`config.mk`:
```
export PLATFORM = sky130hd
export DESIGN_NAME = btn_conditioner
export DESIGN_NICKNAME = d
export VERILOG_FILES = /design/src/rtl/btn_conditioner.sv
export SDC_FILE = /design/constraint.sdc
export NUM_CORES = 1
export LEC_CHECK = 0
export BUFFER_PORTS_ARGS = -buffer_cell sky130_fd_sc_hd__buf_2
export CAP_MARGIN = 10
export CORE_MARGIN = 3
export CORE_UTILIZATION = 35
export CTS_CLUSTER_SIZE = 30
export DETAILED_ROUTE_END_ITERATION = 6
export HOLD_SLACK_MARGIN = 0.02
export SLEW_MARGIN = 15
export SYNTH_ARGS = -nofsm -noshare
export SYNTH_HDL_FRONTEND = slang
export SYNTH_SLANG_ARGS = --single-unit
```
`constraint.sdc`:
```
create_clock -name clk -period 3.5 [get_ports clk]
set_clock_uncertainty 0.15 [all_clocks]
set_input_delay 0.175 -clock clk [delete_from_list [all_inputs] [get_ports clk]]
set_output_delay 0.175 -clock clk [all_outputs]
set_load 0.01 [all_outputs]
```
`src/rtl/btn_conditioner.sv`:
```
`default_nettype none
// btn_conditioner: synchronizes and debounces four push-buttons, then emits one chord code per press.
// Revision 1.0
module btn_conditioner #(
  parameter int unsigned DEBOUNCE_CYCLES = 250000,
  parameter int unsigned RAW_ACTIVE_LOW  = 1
) (
  input  logic       clk,
  input  logic       rst,
  input  logic [3:0] key_raw,
  output logic [3:0] btn,
  output logic       pressed
);

  localparam int unsigned CW = 25;
  localparam logic [CW-1:0] DB_MAX = CW'(DEBOUNCE_CYCLES);
  localparam logic [3:0] RAW_IDLE = (RAW_ACTIVE_LOW != 0) ? 4'hF : 4'h0;

  localparam logic [1:0] IDLE  = 2'd0;
  localparam logic [1:0] CHORD = 2'd1;
  localparam logic [1:0] EMIT  = 2'd2;

  logic [3:0]    meta, sync_q, sync;
  logic [3:0]    cand, stable, chord;
  logic [CW-1:0] cnt, cnt_nxt;
  logic [1:0]    state;

  // Synchronizer resets to the released raw level so sync starts at 0.
  always_ff @(posedge clk or negedge rst) begin
    if (!rst) begin
      meta   <= RAW_IDLE;
      sync_q <= RAW_IDLE;
    end else begin
      meta   <= key_raw;
      sync_q <= meta;
    end
  end

  assign sync = (RAW_ACTIVE_LOW != 0) ? ~sync_q : sync_q;

  always_comb begin
    cnt_nxt = cnt;
    if (sync != cand)
      cnt_nxt = CW'(1);
    else if (cnt != DB_MAX)
      cnt_nxt = cnt + CW'(1);
  end

  always_ff @(posedge clk or negedge rst) begin
    if (!rst) begin
      cand   <= 4'h0;
      cnt    <= '0;
      stable <= 4'h0;
    end else begin
      cand <= sync;
      cnt  <= cnt_nxt;
      if (cnt_nxt == DB_MAX)
        stable <= sync;
    end
  end

  always_ff @(posedge clk or negedge rst) begin
    if (!rst) begin
      state   <= IDLE;
      chord   <= 4'h0;
      btn     <= 4'h0;
      pressed <= 1'b0;
    end else begin
      pressed <= (stable != 4'h0);
      btn     <= 4'h0;
      case (state)
        IDLE: begin
          chord <= stable;
          if (stable != 4'h0)
            state <= CHORD;
        end
        CHORD: begin
          if (stable == 4'h0) begin
            btn   <= chord;
            state <= EMIT;
          end else begin
            chord <= chord | stable;
          end
        end
        EMIT: begin
          chord <= 4'h0;
          state <= IDLE;
        end
        default: begin
          chord <= 4'h0;
          state <= IDLE;
        end
      endcase
    end
  end

endmodule
`default_nettype wire

```
==> results.json <==
{
  "worst-endpoint-arrival_ns": 3.13,
  "min_to": "sync_q[2]",
  "grt_usage_pct": 13.59,
  "layout-drive-gt1-share_pct": 18.60,
  "hold_ws_ns": 0.2116,
  "core.rowCount": 29,
  "first_iter_violations": 127,
  "firstDrtPassIters": 5,
  "initial_core_util_pct": 37.26,
  "power_frac_clock_pct": 35.4,
  "syn-cell-area_um2": 2447,
  "synth_xor_area_share_pct": 7.515,
  "synth_nets": 229,
  "dp_hpwl_mm": 3.407,
  "numClockSinks": 52,
  "endpoint_kind": "flop",
  "hold_path.class": "flop to flop",
  "worst_slew_pin_slew_ns": 0.5985,
  "startpoint_type": "flop",
  "synth-edff-count": 0,
  "io_pins": 11,
  "crit_required_ns": 3.55,
  "maxSlewViolCount": 0,
  "worstSetupPathType": "flop to flop",
  "finalHoldViolations": 0,
  "reg2regPathDepth": 8,
  "vias": 1678,
  "cts_resized": 0,
  "insertion_delay_ns": 0.31,
  "p_per_area_nw_per_um2": 369.5,
  "ctsHtreeMaxLevel": 2,
  "synth_fa_ha_area_share_pct": 1.022,
  "gp_congestion": 0.7936,
  "rr_startpoint": "cnt[1]",
  "period_share_pct": 88.03,
  "synth.avg_cell_area_um2": 11.07,
  "yosysWarnings": 0,
  "crit_path_start": "cnt[1]",
  "drc_errors": 0,
  "area_delta_synth_final_pct": 13.34,
  "seqPwrFrac_pct": 60.3,
  "seq_area_frac_synth_pct": 53.58,
  "cts_tree": "yes",
  "clk_path_buf_depth": 2,
  "grt_max_degree": 48,
  "cts_root_buf": "clkbuf_8",
  "wire_per_inst_um": 14.21,
  "cts_setup_buffers": 0,
  "intPower_uw": 776.8,
  "dieWidth_um": 89.62,
  "cap_violations": 0,
  "synth_compound_area_share_pct": 6.800,
  "stdcell_count": 335,
  "finalWirelength_mm": 4.761,
  "vias_per_cell": 5.009,
  "syn_inst": 221,
  "synthArstFlopShare_pct": 100.0,
  "p_switching_uw": 248.1,
  "core_area_um2": 6568,
  "io_buffer_count": 10,
  "min_period_ns": 3.081,
  "antenna_found_initial": 0,
  "final_nets": 249,
  "synthSimpleGateAreaFrac_pct": 24.95,
  "tns_ns": 0,
  "clk_pin_slew_ns": 0.10,
  "max-slew-margin-rel_pct": 59.77,
  "ys_ff_latch": 52,
  "hold_buffers": 5,
  "overflow": 0,
  "chipHeight_um": 89.62,
  "muxShareOfSynthArea_pct": 3.119,
  "num-fill-cells": 643,
  "whs_path_depth": 0,
  "grt_pass1_wl_mm": 8.411,
  "cts_inserted_buffers": 5,
  "synth_top_family_by_area": "simple AND/OR/NAND/NOR gates",
  "status": "completed",
  "grt_pass1_vias": 1670,
  "min_from": "meta[2]",
  "ir_drop_v": 0.0001787,
  "setup_viol": 0,
  "dp.cells": 321,
  "p_comb_share_pct": 4.3,
  "critPathMaxFanout": 6,
  "worstReg2RegEnd": "stable[1]",
  "diodes": 0,
  "antenna_left": 0,
  "yosys.cell_types.count": 50,
  "p_leak_uw": 0.001155,
  "fmax_ghz": 0.3246,
  "rsz0062_at_grt": "no",
  "r2r_setup_slack_ns": 0.42,
  "dieArea_um2": 8032,
  "p_sw_share_pct": 24.21,
  "ys.flop_type": "dfrtp_1"
}
-- routing by layer --
| layer | share of wire [%] | global-route usage (%) | vias up |
|---|---|---|---|
| li1 | - | - | 825 |
| met1 | 48 | 19.21 | 820 |
| met2 | 47 | 20.74 | 28 |
| met3 | 4.3 | 3.193 | 5 |
| met4 | 1.3 | 4.195 | 0 |
| met5 | 0 | 0 | - |
-- synthesized netlist by cell type, types with 2 or more instances --
cell type	count	area share, %
nand3_1	9	1.8
inv_1	12	1.8
xnor2_1	10	3.6
mux2i_1	2	0.82
nand4b_1	2	0.72
and3_1	4	1.0
xor2_1	11	3.9
nor4b_1	2	0.72
nor3_1	5	1.0
nor4_2	2	1.0
mux2_1	4	1.8
ha_1	2	1.0
nand2_1	9	1.4
nor4_1	9	2.3
dfrtp_1	44	45
o21ai_0	4	0.82
nand4_2	4	2.0
buf_4	2	0.61
and2_1	4	1.0
nand4_1	2	0.51
or3_1	3	0.77
dfstp_2	8	8.6
nor2_1	29	4.4
buf_2	2	0.41
a21oi_1	7	1.4
nand2b_1	2	0.51
or4_1	4	1.2
-- stage by stage --
stage,worst slack (ns),instance area (um2),util [%],power [uW]
final,0.4189,2774,42.24,1025
after global routing,0.2383,2774,42.24,1071
after CTS,0.4383,2746,41.82,1036
after detailed placement,0.4530,2600,39.59,667.5
after global placement,0.4766,2600,39.59,666.5
after floorplan,0.8154,2447,-,645.6
-- registers in the layout, summed over array words and instances, names as in the netlist --
| name | cells |
|---|---|
| sync_q | 4 |
| stable | 4 |
| cnt | 25 |
| cand | 4 |
| meta | 4 |
| chord | 4 |
| pressed | 1 |
| btn | 4 |
| state | 2 |
-- area by class of cell --
cell class                      instances  area (um2)  area share, %
Tap cell                               93       116.4          4.195
Sequential cell                        52        1311          47.27
Clock buffer                            5       68.82          2.481
Clock inverter                          3       27.53         0.9923
Timing Repair Buffer                   18       142.6          5.142
Multi-Input combinational cell        152        1062          38.30
Inverter                               12       45.04          1.624
-- cell usage in the layout, fill, tap and decap left out, types with 5 or more instances in the layout --
master,n
nor4_1,9
dfstp_2,8
nor3_1,5
dlygate4sd3_1,5
nand2_1,9
nand3_1,9
xor2_1,11
inv_1,12
buf_2,10
xnor2_1,10
a21oi_1,7
dfrtp_1,44
clkbuf_8,5
nor2_1,29
-- cell families (layout without fill, tap and decap cells) --
family	Yosys count	after routing
muxes	7	7
adders and majority gates	2	2
buffers and inverters	17	38
DFF	52	52
xor gates and xnor gates	21	21
AOI/OAI and AO/OA	22	22
and+or+nand+nor	100	100
-- critical path: stages (launching register included) --
cell and delay (ns):
dfrtp_1 0.49, ha_1 0.24, nand3_1 0.23, or4_1 0.63
or4_1 0.47, a21oi_2 0.20, a2111oi_2 0.07, nand4_2 0.15
mux2_1 0.34
-- worst max-delay path by stage --
stage                     end  slack (ns)  depth (start not counted)
floorplan           stable[0]        0.82                          9
global placement    stable[1]        0.48                          8
detailed placement  stable[1]        0.45                          8
CTS                 stable[1]        0.44                          8
global route        stable[1]        0.24                          8
finish              stable[1]        0.42                          8
-- power by group through the flow --
| stage | Clock (uW) | Sequential [uW] | Combinational, uW |
|---|---|---|---|
| floorplan | 0 | 628 | 17.3 |
| global placement | 0 | 629 | 37.5 |
| detailed placement | 0 | 630 | 37.8 |
| CTS | 375 | 618 | 42.3 |
| global route | 400 | 620 | 51.3 |
| finish | 362 | 618 | 44.5 |
No activity file was read; power rests on OpenSTA's default activity.
